[src/rtl/ldpc_decoder_pkg.sv]
// Shared defaults and unloader state encoding for the LDPC decoder hard-decision path.
package ldpc_decoder_pkg;

  localparam int HDWIDTH_DEFAULT      = 32;
  localparam int KB_DEFAULT           = 14;
  localparam int UNLOAD_DEPTH_DEFAULT = 16;
  localparam int ADDRESSWIDTH_DEFAULT = 5;
  localparam int RD_LATENCY_DEFAULT   = 2;

  typedef enum logic [2:0] {
    ST_IDLE = 3'd0,
    ST_REQ  = 3'd1,
    ST_WAIT = 3'd2,
    ST_SEND = 3'd3,
    ST_DONE = 3'd4
  } hdu_state_e;

endpackage

[src/rtl/ldpc_hd_beat_serializer.sv]
// Holds captured Lmem words and slices them into HDWIDTH beats, column 0 first.
// With HDU_PREFETCH_EN defined, two ping-pong holding registers allow a load while draining.
module ldpc_hd_beat_serializer #(
  parameter int HDWIDTH = 32,
  parameter int Kb      = 14
) (
  input  logic                    clk,
  input  logic                    rst,
  input  logic                    load_i,
  input  logic                    final_i,
  input  logic [Kb*HDWIDTH-1:0]   word_i,
  input  logic                    ready_i,
  output logic [HDWIDTH-1:0]      data_o,
  output logic                    valid_o,
  output logic                    last_o,
`ifdef HDU_PREFETCH_EN
  output logic                    can_load_o
`else
  output logic                    addr_done_o
`endif
);

  localparam int BW = (Kb > 1) ? $clog2(Kb) : 1;
  localparam logic [BW-1:0] LAST_BEAT = BW'(Kb - 1);

  logic [BW-1:0] beat_q;
  logic          accept;
  logic          buf_drained;

  assign accept      = valid_o & ready_i;
  assign buf_drained = accept & (beat_q == LAST_BEAT);

  always_ff @(posedge clk or negedge rst) begin
    if (!rst) begin
      beat_q <= '0;
    end else if (accept) begin
      beat_q <= (beat_q == LAST_BEAT) ? '0 : beat_q + 1'b1;
    end
  end

`ifdef HDU_PREFETCH_EN
  logic [Kb-1:0][HDWIDTH-1:0] hold_q [2];
  logic [1:0]                 full_q;
  logic [1:0]                 final_q;
  logic                       wr_sel_q;
  logic                       rd_sel_q;

  assign valid_o    = full_q[rd_sel_q];
  assign data_o     = hold_q[rd_sel_q][beat_q];
  assign last_o     = valid_o & final_q[rd_sel_q] & (beat_q == LAST_BEAT);
  assign can_load_o = ~full_q[wr_sel_q];

  // A load only targets a free buffer and a drain only clears a full one, so they never collide.
  always_ff @(posedge clk or negedge rst) begin
    if (!rst) begin
      hold_q[0] <= '0;
      hold_q[1] <= '0;
      full_q    <= '0;
      final_q   <= '0;
      wr_sel_q  <= 1'b0;
      rd_sel_q  <= 1'b0;
    end else begin
      if (load_i) begin
        hold_q[wr_sel_q]  <= word_i;
        full_q[wr_sel_q]  <= 1'b1;
        final_q[wr_sel_q] <= final_i;
        wr_sel_q          <= ~wr_sel_q;
      end
      if (buf_drained) begin
        full_q[rd_sel_q] <= 1'b0;
        rd_sel_q         <= ~rd_sel_q;
      end
    end
  end
`else
  logic [Kb-1:0][HDWIDTH-1:0] hold_q;
  logic                       full_q;
  logic                       final_q;

  assign valid_o     = full_q;
  assign data_o      = hold_q[beat_q];
  assign last_o      = full_q & final_q & (beat_q == LAST_BEAT);
  assign addr_done_o = buf_drained;

  always_ff @(posedge clk or negedge rst) begin
    if (!rst) begin
      hold_q  <= '0;
      full_q  <= 1'b0;
      final_q <= 1'b0;
    end else if (load_i) begin
      hold_q  <= word_i;
      full_q  <= 1'b1;
      final_q <= final_i;
    end else if (buf_drained) begin
      full_q <= 1'b0;
    end
  end
`endif

endmodule

[src/rtl/ldpc_hd_unloader.sv]
// Unloads decoded hard decisions from Lmem and streams them as HDWIDTH beats.
// Optional macro HDU_PREFETCH_EN overlaps the next address read with the current send.
module ldpc_hd_unloader
  import ldpc_decoder_pkg::*;
#(
  parameter int HDWIDTH      = HDWIDTH_DEFAULT,
  parameter int Kb           = KB_DEFAULT,
  parameter int UNLOAD_DEPTH = UNLOAD_DEPTH_DEFAULT,
  parameter int ADDRESSWIDTH = ADDRESSWIDTH_DEFAULT,
  parameter int RD_LATENCY   = RD_LATENCY_DEFAULT
) (
  input  logic                    clk,
  input  logic                    rst,
  input  logic                    decoder_ready,
  input  logic [Kb*HDWIDTH-1:0]   unload_HDout_vec_regout,
  output logic                    unload_en,
  output logic [ADDRESSWIDTH-1:0] unloadAddress,
  // Stream: a beat moves on a rising edge where m_valid & m_ready; while m_valid is high
  // and m_ready low, m_data/m_last hold their values and m_valid stays high.
  output logic [HDWIDTH-1:0]      m_data,
  output logic                    m_valid,
  input  logic                    m_ready,
  output logic                    m_last,
  output logic                    busy,
  output logic                    done,
  output hdu_state_e              dbg_state
);

  localparam int LW = (RD_LATENCY > 1) ? $clog2(RD_LATENCY) : 1;
  localparam logic [LW-1:0]           LAT_END   = LW'(RD_LATENCY - 1);
  localparam logic [ADDRESSWIDTH-1:0] LAST_ADDR = ADDRESSWIDTH'(UNLOAD_DEPTH - 1);

  hdu_state_e              state_q, state_d;
  logic [ADDRESSWIDTH-1:0] addr_q, addr_d;
  logic [LW-1:0]           lat_q, lat_d;
  logic                    dr_q;
  logic                    armed_q;
  logic                    start;
  logic                    load;
  logic                    final_addr;
`ifdef HDU_PREFETCH_EN
  logic                    rd_done_q, rd_done_d;
  logic                    can_load;
`else
  logic                    addr_done;
`endif

  // armed_q demands a low level after reset, so a level already high at release is not a start.
  assign start      = decoder_ready & ~dr_q & armed_q;
  assign final_addr = (addr_q == LAST_ADDR);

  always_ff @(posedge clk or negedge rst) begin
    if (!rst) begin
      state_q   <= ST_IDLE;
      addr_q    <= '0;
      lat_q     <= '0;
      dr_q      <= 1'b0;
      armed_q   <= 1'b0;
`ifdef HDU_PREFETCH_EN
      rd_done_q <= 1'b0;
`endif
    end else begin
      state_q   <= state_d;
      addr_q    <= addr_d;
      lat_q     <= lat_d;
      dr_q      <= decoder_ready;
      armed_q   <= armed_q | ~decoder_ready;
`ifdef HDU_PREFETCH_EN
      rd_done_q <= rd_done_d;
`endif
    end
  end

  always_comb begin
    state_d   = state_q;
    addr_d    = addr_q;
    lat_d     = lat_q;
    load      = 1'b0;
    unload_en = 1'b0;
    busy      = 1'b0;
    done      = 1'b0;
`ifdef HDU_PREFETCH_EN
    rd_done_d = rd_done_q;
`endif
    case (state_q)
      ST_IDLE: begin
        addr_d = '0;
`ifdef HDU_PREFETCH_EN
        rd_done_d = 1'b0;
`endif
        if (start) state_d = ST_REQ;
      end
      ST_REQ: begin
        unload_en = 1'b1;
        busy      = 1'b1;
        lat_d     = '0;
        state_d   = ST_WAIT;
      end
      ST_WAIT: begin
        busy  = 1'b1;
        lat_d = lat_q + 1'b1;
        if (lat_q == LAT_END) begin
          load    = 1'b1;
          state_d = ST_SEND;
`ifdef HDU_PREFETCH_EN
          if (final_addr) rd_done_d = 1'b1;
          else            addr_d    = addr_q + 1'b1;
`endif
        end
      end
      ST_SEND: begin
        busy = 1'b1;
        if (m_last && m_ready) begin
          state_d = ST_DONE;
`ifdef HDU_PREFETCH_EN
        end else if (!rd_done_q && can_load) begin
          state_d = ST_REQ;
`else
        end else if (addr_done) begin
          addr_d  = addr_q + 1'b1;
          state_d = ST_REQ;
`endif
        end
      end
      ST_DONE: begin
        done    = 1'b1;
        state_d = ST_IDLE;
      end
      default: state_d = ST_IDLE;
    endcase
  end

  assign unloadAddress = addr_q;
  assign dbg_state     = state_q;

  ldpc_hd_beat_serializer #(
    .HDWIDTH(HDWIDTH),
    .Kb     (Kb)
  ) u_serializer (
    .clk        (clk),
    .rst        (rst),
    .load_i     (load),
    .final_i    (final_addr),
    .word_i     (unload_HDout_vec_regout),
    .ready_i    (m_ready),
    .data_o     (m_data),
    .valid_o    (m_valid),
    .last_o     (m_last),
`ifdef HDU_PREFETCH_EN
    .can_load_o (can_load)
`else
    .addr_done_o(addr_done)
`endif
  );

endmodule

[config.mk]
export PLATFORM = sky130hd
export DESIGN_NAME = ldpc_hd_unloader
export DESIGN_NICKNAME = d
export VERILOG_FILES = /design/src/rtl/ldpc_decoder_pkg.sv /design/src/rtl/ldpc_hd_beat_serializer.sv /design/src/rtl/ldpc_hd_unloader.sv
export SDC_FILE = /design/constraint.sdc
export NUM_CORES = 1
export LEC_CHECK = 0
export CAP_MARGIN = 20
export CORE_MARGIN = 5
export CORE_UTILIZATION = 50
export CTS_BUF_LIST = sky130_fd_sc_hd__clkbuf_2
export CTS_CLUSTER_DIAMETER = 200
export DETAILED_ROUTE_END_ITERATION = 6
export HOLD_SLACK_MARGIN = 0.05
export PLACE_DENSITY = 0.8
export SYNTH_ARGS = -nofsm -noshare
export SYNTH_HDL_FRONTEND = slang
export SYNTH_SLANG_ARGS = --single-unit
[constraint.sdc]
create_clock -name clk -period 4.7 [get_ports clk]
set_input_delay 0.94 -clock clk [delete_from_list [all_inputs] [get_ports clk]]
set_output_delay 0.94 -clock clk [all_outputs]
set_load 0.01 [all_outputs]
After elaboration in Yosys (flattened, before gate mapping)
Cells that the tools add are included.
Widths: inputs -> output; s select.
{"block": "word_totals", "register_bits": 465, "input_bits": 452, "output_inout_bits": 45, "wordCells": 73}
{"block": "op_classes", "addsub": 3, "order_cmp": 1, "eq_ne": 11, "n_mux": 19, "n_bitwise": 9, "reduce_logical": 8}
{"operator": "$bmux 32 s4", "count": 1}
{"operator": "$mux 32", "count": 1}
{"operator": "$mux 3", "count": 4}
{"operator": "$pmux 3 s4", "count": 1}
{"operator": "$mux 5", "count": 2}
{"operator": "$pmux 5 s2", "count": 1}
{"operator": "$ne 2x2->1 const B", "count": 4}
{"operator": "$mux 1", "count": 7}
{"operator": "$and 1x1->1", "count": 6}
{"operator": "$eq 3x2->1 const B", "count": 2}
{"operator": "$reduce_and 3->1", "count": 2}
{"operator": "$reduce_bool 2->1", "count": 3}
{"operator": "$add 5x1->5 const B", "count": 1}
{"operator": "$eq 5x4->1 const B", "count": 1}
{"operator": "$lt 4x5->1 const B", "count": 1}
{"operator": "$add 4x1->4 const B", "count": 1}
{"operator": "$eq 4x4->1 const B", "count": 1}
{"operator": "$mux 4", "count": 1}
{"operator": "$eq 3x1->1 const B", "count": 1}
{"operator": "$eq 3x3->1 const B", "count": 1}
{"operator": "$logic_not 3->1", "count": 1}
{"operator": "$ne 3x3->1 const B", "count": 1}
{"operator": "$reduce_or 3->1", "count": 1}
{"operator": "$not 1->1", "count": 2}
{"operator": "other kinds (4)", "count": 4}

Depth between registers and ports, before layout
{"block": "logic_depth", "word_depth": 5, "depth_mapped": 7, "depth_no_buf": 5}

Cells and area by module
From an unflattened synthesis, not the netlist that was laid out.
{"block": "hier_totals", "hier_cells": 1404, "area_unflattened_um2": 21096.5}
{"module": "ldpc_hd_beat_serializer", "instances": 1, "cells_per_inst": 1344, "area_each_um2": 20499.7, "seq_area_each_um2": 11360.9}
{"module": "ldpc_hd_unloader", "instances": 1, "cells_per_inst": 60, "area_each_um2": 596.8, "seq_area_each_um2": 275.3}

Worst setup path after synthesis
No wires, ideal clock.
{"block": "synth_path", "path_kind": "register to output", "startpoint": "reg u_serializer.beat_q[0]", "endpoint": "out m_data[0]", "arrival_ns": 1.616, "t_required_ns": 3.760, "setup_slack_ns": 2.144, "path_stages_with_launch": 6, "n_path_buf": 2, "path_cell_list": "dfrtp_1 > buf_2 > buf_2 > mux4_2 > o32ai_1 > a21oi_1"}
{"block": "synth_via", "elab_chain_cells": 2}
{"item": "start: declaration", "line": "ldpc_hd_beat_serializer.sv:26", "text": "logic [BW-1:0] beat_q;"}
{"item": "start signal: assignment", "line": "ldpc_hd_beat_serializer.sv:37", "text": "beat_q <= (beat_q == LAST_BEAT) ? '0 : beat_q + 1'b1;"}
{"item": "$bmux 32 s4", "line": "ldpc_hd_beat_serializer.sv:81", "text": "assign data_o = hold_q[beat_q];"}
{"item": "$mux 32 (implied by the code)", "line": "ldpc_hd_beat_serializer.sv:81"}
{"item": "end: declaration", "line": "ldpc_hd_unloader.sv:20", "text": "output logic [HDWIDTH-1:0] m_data,"}
No other way between the ends. The select of a mux whose other input is x is not followed.

Worst setup path in the final report
{"block": "layout_path", "startpoint": "reg u_serializer.beat_q[0]", "endpoint": "out m_data[19]"}
The elaborated chain is that of the path after synthesis.

==> reports/metrics.csv <==
metric,value,unit
wl,64400,um
gp_congestion,0.899,
synthToLayoutAreaGrowth,31.1,%
clk_transition_reported_paths,0.09,ns
vias,14800,
status,"complete, no violations",
grt_pass1_wl,95000,um
chipWidth,216,um
ir_drop,0.352,mV
hold_path_class,input port to flip-flop,
setup_viol,0,
dp_hpwl,45600,um
gr-usage-met3,8.98,%
grt.met2_usage,38.9,%
syn_avg_cell_area,15.1,sq um
tritoncts,done,
tightest_slew,1.04,ns
grtUsageTotal,26.8,%
htreeDepth,3,
cts_buffers,118,
io_buffers,496,
ys_warn_count,0,
post_drt_wl_per_cell,24.8,um
overflow,0,
die_area,0.0465,sq mm
busiest_layer,met2,
grt_pass1_vias,15700,
rsz0062_at_grt,yes,
power_leakage,12.6,nW
start_util,50.4,%
grt_antenna_before_repair,40,
drc,0,
synth-edff-count,0,
final_cells,2597,
die_y,216,um
synth_cells,1405,
worst_setup_path_start_kind,flip-flop,
clockBufferDepth,3,
p_per_area,534,mW/mm^2
skew,0.0760,ns
path_class,flip-flop to output pin,
synth_area,0.0212,sq mm
critPathSlowestCell,dfrtp_4,
num_rows,75,
crit_fanout,34,
pin_count,497,
min_period_over_period,95.6,%
finalWorstSetupSlack,0.207,ns
grt_util_met1,36.6,%
clock.fmax,0.223,GHz
drtAntennaViolNets,0,
synth_async_sr_flop_share,100,%
critPathRequiredTime,3.76,ns
first_pass_iters,5,
finalHoldViolCount,0,
ys_ff_latch,465,
grt_max_degree,171,
drt_first_iter_violations,874,
cp.arrival,3.55,ns
drv_cap,0,
yosysSeqAreaShare,55.0,%
drive_gt1_share,34.4,%
dp_slack,0.960,ns
finalNetCount,2401,
clockRootBuffer,clkbuf_2,
core,0.0419,sq mm
fin_crit,4.49,ns
place_inst,2356,
critPathMaxStageDelay,0.56,ns
slew-limit-headroom,30.5,%
ys_types,39,
cp-end-kind,output pin,
worstSkewPairLatency,1.14,ns
cts_sinks,465,
crit_path_cell_trace,buf_12 > clkbuf_16 > mux2i_1 > o22ai_1 > o21ai_0 > a21oi_1 > clkdlybuf4s50_1,
power,14.8,mW
synth_ff_type,dfrtp_1,
synth.net_count,1859,
maxSlewViolCount,0,
viasPerCell,5.68,
stage by stage:
step                      hold slack [ns]  utilization [%]  instance area [sq um]  TNS (ns)
after floorplan                     0.435                -                  21200         0
after detailed placement            0.470             62.9                  26400         0
after global routing                0.225             66.1                  27700   -0.0333
after CTS                           0.240             65.5                  27500  -0.00743
after global placement              0.451             62.9                  26400         0
final                               0.379             66.1                  27700         0
metal layers:
metal / share of wire, % / wire [um]
met1: 43 / 27400
met2: 45 / 29200
met4: 3.9 / 2540
met5: 0.11 / 68
met3: 8.0 / 5170
critical path, delay by kind of cell, from the launching register on:
| kind | cells | cell delay [ns] |
|---|---|---|
| buffers and inverters | 3 | 0.96 |
| AOI/OAI and AO/OA | 3 | 0.73 |
| DFF | 1 | 0.56 |
| muxes | 1 | 0.16 |
cell usage after synthesis (2+ instances only):
cell type | instances | area (sq um)
o22ai_1 | 33 | 206
o21ai_0 | 71 | 355
buf_4 | 42 | 315
mux2_1 | 44 | 495
buf_1 | 4 | 15.0
mux2_2 | 406 | 4570
a21oi_1 | 37 | 185
mux4_2 | 64 | 1440
o32ai_1 | 32 | 280
nor2_1 | 7 | 26.3
and3_1 | 3 | 18.8
clkbuf_1 | 27 | 101
buf_6 | 15 | 169
inv_1 | 5 | 18.8
and2_1 | 2 | 12.5
nor4_1 | 2 | 12.5
nand2b_1 | 4 | 25.0
dfrtp_1 | 465 | 11600
mux2i_1 | 98 | 981
ha_1 | 2 | 25.0
buf_2 | 15 | 75.1
or3_4 | 2 | 22.5
nand4_1 | 2 | 12.5
nand2_1 | 8 | 30.0
final timing paths:
kind	from	to	slack, ns	cells past startpoint
max in group asynchronous	rst	u_serializer.hold_q[242]$_DFFE_PN0P_	3.10	3
setup reg to reg	dbg_state[1]$_DFFE_PN0P_	u_serializer.hold_q[49]$_DFFE_PN0P_	1.96	4
hold reg to reg	armed_q$_DFF_PN0_	armed_q$_DFF_PN0_	0.49	1
min in group asynchronous	rst	u_serializer.hold_q[74]$_DFFE_PN0P_	0.51	2
setup / recovery	u_serializer.beat_q[0]$_DFFE_PN0N_	m_data[19]	0.21	7
hold / removal	decoder_ready	dr_q$_DFF_PN0_	0.38	1
cell usage in the layout, fill, tap and decap left out, types with 4 or more instances in the layout:
cell,Yosys,layout
a21oi_1,37,36
o32ai_1,32,32
mux2i_1,98,94
diode_2,0,34
dfrtp_1,465,461
inv_1,5,5
mux2_2,406,406
nand2_1,8,8
buf_12,0,9
mux4_2,64,64
mux2_1,44,44
clkbuf_2,0,169
o21ai_0,71,71
clkdlybuf4s50_1,0,493
nand2b_1,4,4
o22ai_1,33,30
clkinv_1,0,19
mux2i_2,0,4
buf_4,42,9
nor2_1,7,7
registers in the layout, indices dropped and copies added (netlist names):
name / cells
u_serializer.hold_q: 448
u_serializer.valid_o: 1
u_serializer.beat_q: 4
dr_q: 1
u_serializer.final_q: 1
unloadAddress: 5
armed_q: 1
lat_q: 1
dbg_state: 3
logic make-up (layout without fill, tap and decap cells):
family	after synthesis	in the layout	synth area share, %
buffers and inverters	109	725	3.30
and+or+nand+nor	38	41	1.06
muxes	613	613	35.5
DFF	465	465	55.0
xor gates and xnor gates	1	1	0.0414
AOI/OAI and AO/OA	177	177	5.00
other	0	34	0
adders and majority gates	2	2	0.118
power by group:
group | switching [mW] | leakage [nW] | internal, mW | total, mW
Combinational | 2.67 | 5.67 | 3.27 | 5.94
Sequential | 0.878 | 6.19 | 5.28 | 6.16
Clock | 1.65 | 0.786 | 1.07 | 2.72
Total | 5.19 | 12.6 | 9.62 | 14.8
what timing repair did:
item                                    CTS  global route
hold buffers                              1             0
setup buffers                             1             3
endpoints found under the setup margin   32            25
gates cloned                              1             4
gates resized for setup                  11            10
hold endpoints to repair                114             0
area by class of cell:
class,count,area [sq um]
diodes,34,85.1
clock buffers,169,846
clock inverters,28,174
fillers,3114,14200
inverters,6,22.5
multi-input cells,834,8900
flip-flops and latches,465,11600
well taps,539,674
repair buffers,522,5380
(Power assumes the default switching activity.)
